File: src/rtl/gpio_bank_if.sv
// CPU IO bus as seen by a GPIO bank: one select, a register index, strobes and data.
// The CPU side drives the master modport; the bank is the slave and returns read data.
interface gpio_bank_if;
  logic        io_sel;
  logic [3:0]  io_reg;
  logic        io_write_enable;
  logic        io_read_enable;
  logic [15:0] io_write_data;
  logic [15:0] io_read_data;

  modport master (
    output io_sel, io_reg, io_write_enable, io_read_enable, io_write_data,
    input  io_read_data
  );

  modport slave (
    input  io_sel, io_reg, io_write_enable, io_read_enable, io_write_data,
    output io_read_data
  );
endinterface

File: src/rtl/gpio_bank.sv
// Bank of NPORTS GPIO ports: output latch, direction, 2-flop input synchroniser and sticky
// edge flags per bit, with one shared level interrupt. Pad primitives live in the board top.
module gpio_bank #(
  parameter int NPORTS = 2,
  parameter int WIDTH  = 8
) (
  input  logic                    clk,
  input  logic                    reset,
  gpio_bank_if.slave              bus,
  input  logic [NPORTS*WIDTH-1:0] pad_in,
  output logic [NPORTS*WIDTH-1:0] pad_out,
  output logic [NPORTS*WIDTH-1:0] pad_oe,
  output logic                    irq
);

  localparam int N = NPORTS * WIDTH;

  logic [N-1:0] latch_q, latch_d;
  logic [N-1:0] dir_q, dir_d;
  logic [N-1:0] flag_q, flag_d;
  logic [N-1:0] riseEn_q, riseEn_d;
  logic [N-1:0] fallEn_q, fallEn_d;
  logic [N-1:0] sync1_q, sync2_q, prev_q;
  logic [1:0]   armCnt_q;
  logic         irq_q;

  logic [1:0]   portIdx;
  logic [1:0]   regIdx;
  logic         portValid;
  logic         wrEn;
  int           base;
  logic [N-1:0] clrBits;
  logic [N-1:0] setBits;
  logic [15:0]  readData;
  logic         unusedBits;

  assign portIdx    = bus.io_reg[3:2];
  assign regIdx     = bus.io_reg[1:0];
  assign portValid  = int'(portIdx) < NPORTS;
  assign base       = int'(portIdx) * WIDTH;
  assign wrEn       = bus.io_sel & bus.io_write_enable & portValid;
  assign unusedBits = &{1'b0, bus.io_read_enable, bus.io_write_data};

  always_comb begin
    latch_d  = latch_q;
    dir_d    = dir_q;
    riseEn_d = riseEn_q;
    fallEn_d = fallEn_q;
    clrBits  = '0;
    if (wrEn) begin
      case (regIdx)
        2'd0: latch_d[base +: WIDTH] = bus.io_write_data[WIDTH-1:0];
        2'd1: dir_d[base +: WIDTH]   = bus.io_write_data[WIDTH-1:0];
        2'd2: clrBits[base +: WIDTH] = bus.io_write_data[WIDTH-1:0];
        2'd3: begin
          riseEn_d[base +: WIDTH] = bus.io_write_data[WIDTH-1:0];
          fallEn_d[base +: WIDTH] = bus.io_write_data[8 +: WIDTH];
        end
      endcase
    end
    // Edges are ignored until the synchroniser has flushed its reset zeros; set beats clear.
    setBits = (armCnt_q == 2'd3)
            ? ((sync2_q & ~prev_q & riseEn_q) | (~sync2_q & prev_q & fallEn_q))
            : '0;
    flag_d  = (flag_q & ~clrBits) | setBits;
  end

  always_comb begin
    readData = '0;
    if (bus.io_sel && portValid) begin
      case (regIdx)
        2'd0: readData[WIDTH-1:0] = sync2_q[base +: WIDTH];
        2'd1: readData[WIDTH-1:0] = dir_q[base +: WIDTH];
        2'd2: readData[WIDTH-1:0] = flag_q[base +: WIDTH];
        2'd3: begin
          readData[WIDTH-1:0] = riseEn_q[base +: WIDTH];
          readData[8 +: WIDTH] = fallEn_q[base +: WIDTH];
        end
      endcase
    end
  end

  assign bus.io_read_data = readData;

  always_ff @(posedge clk or posedge reset) begin
    if (reset) begin
      latch_q  <= '0;
      dir_q    <= '0;
      flag_q   <= '0;
      riseEn_q <= '0;
      fallEn_q <= '0;
      sync1_q  <= '0;
      sync2_q  <= '0;
      prev_q   <= '0;
      armCnt_q <= 2'd0;
      irq_q    <= 1'b0;
    end else begin
      latch_q  <= latch_d;
      dir_q    <= dir_d;
      flag_q   <= flag_d;
      riseEn_q <= riseEn_d;
      fallEn_q <= fallEn_d;
      sync1_q  <= pad_in;
      sync2_q  <= sync1_q;
      prev_q   <= sync2_q;
      if (armCnt_q != 2'd3) begin
        armCnt_q <= armCnt_q + 2'd1;
      end
      irq_q    <= |flag_q;
    end
  end

  assign pad_out = latch_q;
  assign pad_oe  = dir_q;
  assign irq     = irq_q;

endmodule

File: src/flat_wrapper.sv
// flat-port wrapper written by rule: the top's interface ports become plain ports
module gpio_bank_flat 
#(
  parameter int NPORTS = 2,
  parameter int WIDTH  = 8
)
  (clk, reset, pad_in, pad_out, pad_oe, irq, bus_io_sel, bus_io_reg, bus_io_write_enable, bus_io_read_enable, bus_io_write_data, bus_io_read_data);
  gpio_bank_if bus_i ();
  input  logic clk;
  input  logic reset;
  input  logic [NPORTS*WIDTH-1:0] pad_in;
  output logic [NPORTS*WIDTH-1:0] pad_out;
  output logic [NPORTS*WIDTH-1:0] pad_oe;
  output logic irq;
  input wire logic [$bits(bus_i.io_sel)-1:0] bus_io_sel;
  input wire logic [$bits(bus_i.io_reg)-1:0] bus_io_reg;
  input wire logic [$bits(bus_i.io_write_enable)-1:0] bus_io_write_enable;
  input wire logic [$bits(bus_i.io_read_enable)-1:0] bus_io_read_enable;
  input wire logic [$bits(bus_i.io_write_data)-1:0] bus_io_write_data;
  output wire logic [$bits(bus_i.io_read_data)-1:0] bus_io_read_data;
  assign bus_i.io_sel = bus_io_sel;
  assign bus_i.io_reg = bus_io_reg;
  assign bus_i.io_write_enable = bus_io_write_enable;
  assign bus_i.io_read_enable = bus_io_read_enable;
  assign bus_i.io_write_data = bus_io_write_data;
  assign bus_io_read_data = bus_i.io_read_data;
  gpio_bank #(.NPORTS(NPORTS), .WIDTH(WIDTH)) u_core (.clk(clk), .reset(reset), .bus(bus_i), .pad_in(pad_in), .pad_out(pad_out), .pad_oe(pad_oe), .irq(irq));
endmodule
File: config.mk
export PLATFORM = sky130hd
export DESIGN_NAME = gpio_bank_flat
export DESIGN_NICKNAME = d
export VERILOG_FILES = /design/src/rtl/gpio_bank_if.sv /design/src/rtl/gpio_bank.sv /design/src/flat_wrapper.sv
export SDC_FILE = /design/constraint.sdc
export NUM_CORES = 1
export LEC_CHECK = 0
export CAP_MARGIN = 0
export CORE_MARGIN = 8
export CORE_UTILIZATION = 40
export CTS_CLUSTER_DIAMETER = 80
export CTS_CLUSTER_SIZE = 12
export DETAILED_ROUTE_END_ITERATION = 12
export RECOVER_POWER = 100
export SLEW_MARGIN = 40
export SYNTH_ARGS = -nofsm -noshare
export SYNTH_HDL_FRONTEND = slang
export SYNTH_SLANG_ARGS = --single-unit
File: constraint.sdc
create_clock -name clk -period 11 [get_ports clk]
set_input_delay 2.2 -clock clk [delete_from_list [all_inputs] [get_ports clk]]
set_output_delay 2.2 -clock clk [all_outputs]
set_load 0.01 [all_outputs]
==> out/qor.yml <==
yosys:
  syn_inst: 455
  ys_types: 41
  synth_nets: 500
  synth-simple-area-share_pct: 15.26
  synth_xor_area_share_pct: 0.1511
  ys_seq_area_share_pct: 56.56
  synth-compound-area-share_pct: 6.628
  syn_area_um2: 5796
  yosysWarnings: 0
  synth-seq-cells: 131
  synth_edf_count: 0
  synth.area.mux_share_pct: 17.59
  synth_top_family_by_area: "multiplexers"
  synthArstFlopShare_pct: 100.0
  avgSynthCellArea_um2: 12.74
  synth_ff_type: "dfrtp_1"
  yosys.area_share.adder_pct: 0.8636
worst_setup_path:
  crit_chain: "dlygate4sd3_1, clkbuf_1, nor2_1, a22oi_1, and3_1, dlygate4sd3_1"
  crit_fanout: 20
  cp-start-kind: "input port"
  max_stage_delay_ps: 810
  required_ps: 8800
  timing_worst_setup_path_type: "input port to output pin"
  reg2reg_slack_ps: 9400
  cp.arrival_ps: 5160
  worstReg2RegStart: "u_core.armCnt_q[0]"
  timing.rr.end: "u_core.armCnt_q[1]"
  cp-end-kind: "output pin"
  r2r_cells: 2
  cp_common_cell: "dlygate4sd3_1"
  slowest_stage: "clkbuf_1"
status:
  violations: "capacitance limit, slew limit"
  status: "finished, violations left"
global_route:
  overflow: 0
  grt_pass1_vias: 4146
  grtUsageTotal_pct: 16.79
  grt_pass1_wl_um: 23110
  grt_antenna_before_repair: 0
  grt_max_degree: 80
cts:
  cts_tree: "built"
  htreeDepth: 4
  postCtsHoldBufs: 0
  clock_path_buffers: 2
  clk_latency_ps: 420
  cts-buffers-inserted: 17
  ctsResizeCount: 0
  clkTransAtPathRegs_ps: 50
  cts-root-buf: "clkbuf_16"
  cts_setup_buffers: 0
  cts_sinks: 131
sta:
  fin_crit_sh_pct: 66.93
  finalCriticalPeriod_ps: 7363
  fmax_mhz: 135.8
  worstMarginPinSlew_ps: 3404
  skew_ps: 6.493
  slew_headroom_pct: -128.1
  setup_tns_ps: 0
  rsz0062_at_grt: "false"
  slew_violations: 134
  finalHoldViolations: 0
  finalSetupViolations: 0
floorplanning:
  die_w_um: 136.4
  fp.dieH_um: 136.4
  dieArea_um2: 18600
  core_um2: 14370
  io_pins: 90
  initial_core_util_pct: 40.33
  core.rowCount: 44
routing:
  drt_first_pass_iters: 4
  drtAntennaViolNets: 0
  wl_met3_um: 876
  routed.top_layer: "met4"
  drc: 0
  wirelength_um: 14800
  vias_per_cell: 5.307
  drtIter0Drc: 315
  wl_per_cell_um: 20.02
  vias: 3922
  wl_met2_um: 7356
  met1_length_um: 6321
power_and_ir_drop:
  ir_drop_mv: 0.1156
  power-per-cell-area_nw_per_um2: 161.4
  power.leakage_nw: 3.467
layout:
  final_layout_size_suffix_gt1_share_pct: 16.58
  multiInputGateArea_um2: 2342
  final_core_util_pct: 51.43
  regArea_um2: 3278
  diodes: 0
  area_growth_pct: 27.50
  n_fill_cell: 1245
  layout_common_cells: "131 x dfrtp_1, 67 x dlygate4sd3_1, 47 x mux2_2"
  layout_commonest_cell: "dfrtp_1"
  final_net_count: 587
job:
  max_cap_violations: 2
min_path:
  min_to: "u_core.sync2_q[1]"
  hp-start: "u_core.sync1_q[1]"
  whs_path_depth: 0
  hp-class: "flop to flop"
placement:
  post-dp-hpwl_um: 10420
  gp_congestion: 0.8028
  io_buffers: 88
==> cells in the mapped netlist, types with 2 or more instances <==
cell type / instances / area share (%)
mux2_1: 4 / 0.78
nor2b_1: 5 / 0.54
and2_1: 18 / 1.9
a21oi_1: 2 / 0.17
mux4_2: 2 / 0.78
nand3b_1: 30 / 3.9
o31ai_1: 8 / 1.0
a22oi_1: 12 / 1.6
and3b_1: 2 / 0.30
buf_4: 2 / 0.26
nand4_1: 17 / 1.8
a32o_1: 2 / 0.35
mux2_2: 47 / 9.1
dfrtp_1: 131 / 57
nor2_1: 10 / 0.65
nor4_1: 4 / 0.43
and3_1: 6 / 0.65
ha_1: 4 / 0.86
mux2i_1: 40 / 6.9
buf_2: 7 / 0.60
nand2_1: 35 / 2.3
or3b_2: 2 / 0.30
inv_1: 11 / 0.71
buf_6: 3 / 0.58
o22a_1: 2 / 0.30
o21ai_0: 8 / 0.69
clkbuf_1: 11 / 0.71
a22o_1: 16 / 2.4
nor3b_4: 2 / 0.65
==> report_power, final <==
part | switching, mW | internal [mW]
combinational | 0.0533 | 0.0468
clock | 0.202 | 0.362
sequential | 0.0206 | 0.508
total | 0.276 | 0.917
==> cell type report <==
cell class	instances	share of cell area [%]
repair buffers	92	12.14
clock inverters	9	1.371
well taps	184	3.115
flip-flops and latches	131	44.36
multi-input cells	289	31.70
inverters	11	0.5757
clock buffers	23	6.739
==> metal layers <==
layer,vias to the layer above,GRT usage (%)
li1,1829,-
met1,1970,21.35
met2,105,26.83
met4,0,6.345
met5,-,0
met3,18,4.472
==> per-stage QoR <==
stage                     instances  hold WS, ps  setup slack (ps)  area [um2]  power (mW)
final                           739        345.6              3637        7390       1.193
after CTS                       739        346.9              3982        7411       1.209
after detailed placement        707        334.7              3979        6812      0.6418
after floorplan                 455        331.2              5302        5796      0.5907
after global routing            739        352.2              3062        7390       1.240
after global placement          707        332.2              3947        6805      0.6391
==> critical path, delay by kind of cell <==
family	cells	cell delay (ps)
buf+inv	3	1950
simple gates	2	590
compound gates	1	420
==> sequential cells by signal, summed over array words and instances, names as in the netlist <==
signal / count
u_core.flag_q: 16
u_core.pad_out: 16
u_core.fallEn_q: 16
u_core.riseEn_q: 16
u_core.sync2_q: 16
u_core.irq: 1
u_core.armCnt_q: 2
u_core.prev_q: 16
u_core.pad_oe: 16
u_core.sync1_q: 16
==> cell families after synthesis <==
family / after synthesis
XOR/XNOR: 1
buffers and inverters: 35
AO/OA/AOI/OAI: 51
AND/OR/NAND/NOR: 140
multiplexers: 93
flip-flops: 131
adder cells (fa/ha/maj): 4
==> worst max path at each step <==
stage                  start              endpoint  slack (ps)  cells after the start
2_1_floorplan          reset    u_core.armCnt_q[0]        5300                      1
3_3_place_gp   bus_io_reg[1]  bus_io_read_data[15]        3950                      5
3_5_place_dp   bus_io_reg[1]  bus_io_read_data[13]        3980                      5
4_1_cts        bus_io_reg[1]  bus_io_read_data[13]        3980                      5
5_1_grt                reset   u_core.riseEn_q[10]        3060                      3
6_report       bus_io_reg[2]   bus_io_read_data[3]        3640                      6
(Power assumes the default switching activity.)
==> variant: new RTL, same settings <==
Register the input `pad_in` before use, without a reset. The logic sees it one clock later. The other inputs are not delayed to match.
--- a/src/rtl/gpio_bank.sv
+++ b/src/rtl/gpio_bank.sv
@@ -15,4 +15,10 @@
 
   localparam int N = NPORTS * WIDTH;
+
+  logic [NPORTS*WIDTH-1:0] pad_q;
+
+  always_ff @(posedge clk) begin
+    pad_q <= pad_in;
+  end
 
   logic [N-1:0] latch_q, latch_d;
@@ -101,5 +107,5 @@
       riseEn_q <= riseEn_d;
       fallEn_q <= fallEn_d;
-      sync1_q  <= pad_in;
+      sync1_q  <= pad_q;
       sync2_q  <= sync1_q;
       prev_q   <= sync2_q;
Function: changed (a bounded check fails within 4 cycles, from zero or initial values and one cycle with reset high).
==> variant against the unedited design <==
The run still ends with capacitance limit, slew limit left; final area is 3.0% higher; critical path depth down 3; synthesized cell count grew 4.8%; via count grew 5.6%; maximum frequency fell by 2.7%; die area is 4.5% higher; setup slack got worse by 0.20 ns; global-route usage is 0.21 points higher; sequential cell count up 16; power up 8.7%; sequential share of layout area rose by 2.9 points; wire length rose by 6.7%; clock power increased by 3%; area after synthesis rose by 5.2%; highest routed layer unchanged.
==> variant: results (changes against the unedited design) <==
* Critical R2R Launch: u_core.armCnt_q[0] (unchanged)
* Synth warn at 0 (unchanged)
* Detailed Place HPWL at 11,100 um (was 10,400 um)
* # Post-CTS Setup Buffers at 0 (unchanged)
* Max-cap violation count at 3 (was 2)
* Largest net degree at the start of global routing at 79 (was 80)
* Hold crit path type: reg2reg (unchanged)
* Hold endpoint: u_core.sync1_q[3] (was u_core.sync2_q[1])
* Share of layout cells above drive strength 1 at 16.0% (was 16.6%)
* DRT iter0 DRCs at 294 (was 315)
* Max Transition Viols Final at 143 (was 134)
* Post-CTS sizing at 0 (unchanged)
* Largest delay share family, worst path: buffers and inverters (unchanged)
* FF-to-FF End: u_core.armCnt_q[1] (unchanged)
* Number of vias per cell at 5.43 (was 5.31)
* All-Layer GR Usage at 17.0% (was 16.8%)
* Drt wl/cell at 20.7 um (was 20.0 um)
* Initial antenna violation count at 0 (unchanged)
* Main area contributors after synthesis: dfrtp_1, mux2_2, dfxtp_1 (was dfrtp_1, mux2_2, mux2i_1)
* Vias in the first global route at 4,402 (was 4,146)
* Clk_lat worst skew at 0.42 ns (about the same)
* Leak at 3.47 nW (about the same)
* Commonest cells in the netlist: dfrtp_1, mux2_2, nand2_1, o21ai_0, mux2i_1 (was dfrtp_1, mux2_2, mux2i_1, nand2_1, nand3b_1)
* Failing checks: capacitance limit, slew limit (unchanged)
* Crit path from: reset (was bus_io_reg[2])
* FF-to-FF setup slack at 9.43 ns (was 9.40 ns)
* Hold path startpoint: u_core.pad_q[3] (was u_core.sync1_q[1])
* Critical Path Fanout Max at 78 (was 20)
* Status: finished, violations left (unchanged)
* Root Buffer Master: clkbuf_16 (unchanged)
* Post-synthesis cell type count at 44 (was 41)
* Placer congestion estimate at 0.829 (was 0.803)
* Placed Area at 0.00711 mm2 (was 0.00681 mm2)
* N_diodes at 0 (unchanged)
* Share of the yosys chip area belonging to registers at 59.0% (was 56.6%)
* IR drop worst, VDD at 0.119 mV (was 0.116 mV)
* Slew headroom at -174% (was -128%)
* Final layout net count at 606 (was 587)
* Clock transition at path regs at 0.06 ns
* Layout fillers at 1,334 (was 1,245)
* Global-route wire length before repair at 25,300 um (was 23,100 um)
* Internal at 0.986 mW (was 0.917 mW)
* Setup Skew at 0.00534 ns (was 0.00649 ns)
* WP data arrival at 7.13 ns (was 5.16 ns)
* CP peak stage delay at 2.96 ns (was 0.81 ns)
* # hold bufs at CTS at 0 (unchanged)
* Synth async-reset ratio at 89.1% (was 100%)
* Net Count, Synth at 522 (was 500)
variant: changes by cell type after synthesis, moves of 6 or more:
| cell | change |
|---|---|
| inv_1 | -8 |
| o21ai_1 | +8 |
| buf_2 | +6 |
| dfxtp_1 | +16 |
| mux2i_1 | -8 |
| nand3b_1 | -10 |
| o31ai_1 | -8 |
| o21ai_0 | +27 |
variant: power groups by stage:
stage               combinational, mW  sequential (mW)  clock [mW]
finish                          0.112            0.603       0.580
global route                    0.123            0.608       0.618
CTS                             0.120            0.603       0.591
detailed placement              0.120            0.613           0
global placement                0.118            0.611           0
floorplan                      0.0703            0.605           0
variant: worst max-delay path by stage:
stage,cells after the start,endpoint
2_1_floorplan,1,u_core.armCnt_q[0]
3_3_place_gp,5,bus_io_read_data[10]
3_5_place_dp,5,bus_io_read_data[12]
4_1_cts,5,bus_io_read_data[12]
5_1_grt,3,u_core.armCnt_q[1]
6_report,3,u_core.armCnt_q[1]
variant: per-stage QoR:
step / cells / hold WS (ns) / setup WS [ns] / util [%]
after global routing: 762 / 0.330 / 2.17 / 50.6
after global placement: 729 / 0.317 / 4.04 / 47.2
final: 762 / 0.325 / 3.44 / 50.6
after floorplan: 477 / 0.316 / 5.30 / -
after CTS: 762 / 0.328 / 4.03 / 51.2
after detailed placement: 730 / 0.320 / 4.03 / 47.3
variant: cell families after synthesis:
logic type / synth area share, %
compound gates: 8.07
xor+xnor: 0.144
fa+ha+maj: 0.821
buf+inv: 2.42
flops: 59.0
mux: 15.4
simple gates: 14.1
variant: area by class of cell:
cell class	instances	share of cell area [%]
sequential	147	47.3
multi-input combinational	301	30.0
timing repair buffer	91	11.6
clock buffer	19	5.69
tap	188	3.09
clock inverter	13	2.12
inverter	3	0.164
variant: worst register-to-register path, delay by kind of cell, from the launching register on:
family	cells	cell delay (ns)
mux	1	0.40
fa+ha+maj	1	0.69
flops	1	0.37
variant: routing by layer:
metal | GRT usage [%] | vias to the layer above | part of all wire [%]
met2 | 25.2 | 127 | 45
li1 | - | 1890 | -
met1 | 22.7 | 2096 | 46
met5 | 0 | - | 0
met3 | 4.86 | 27 | 6.5
met4 | 7.57 | 0 | 2.6
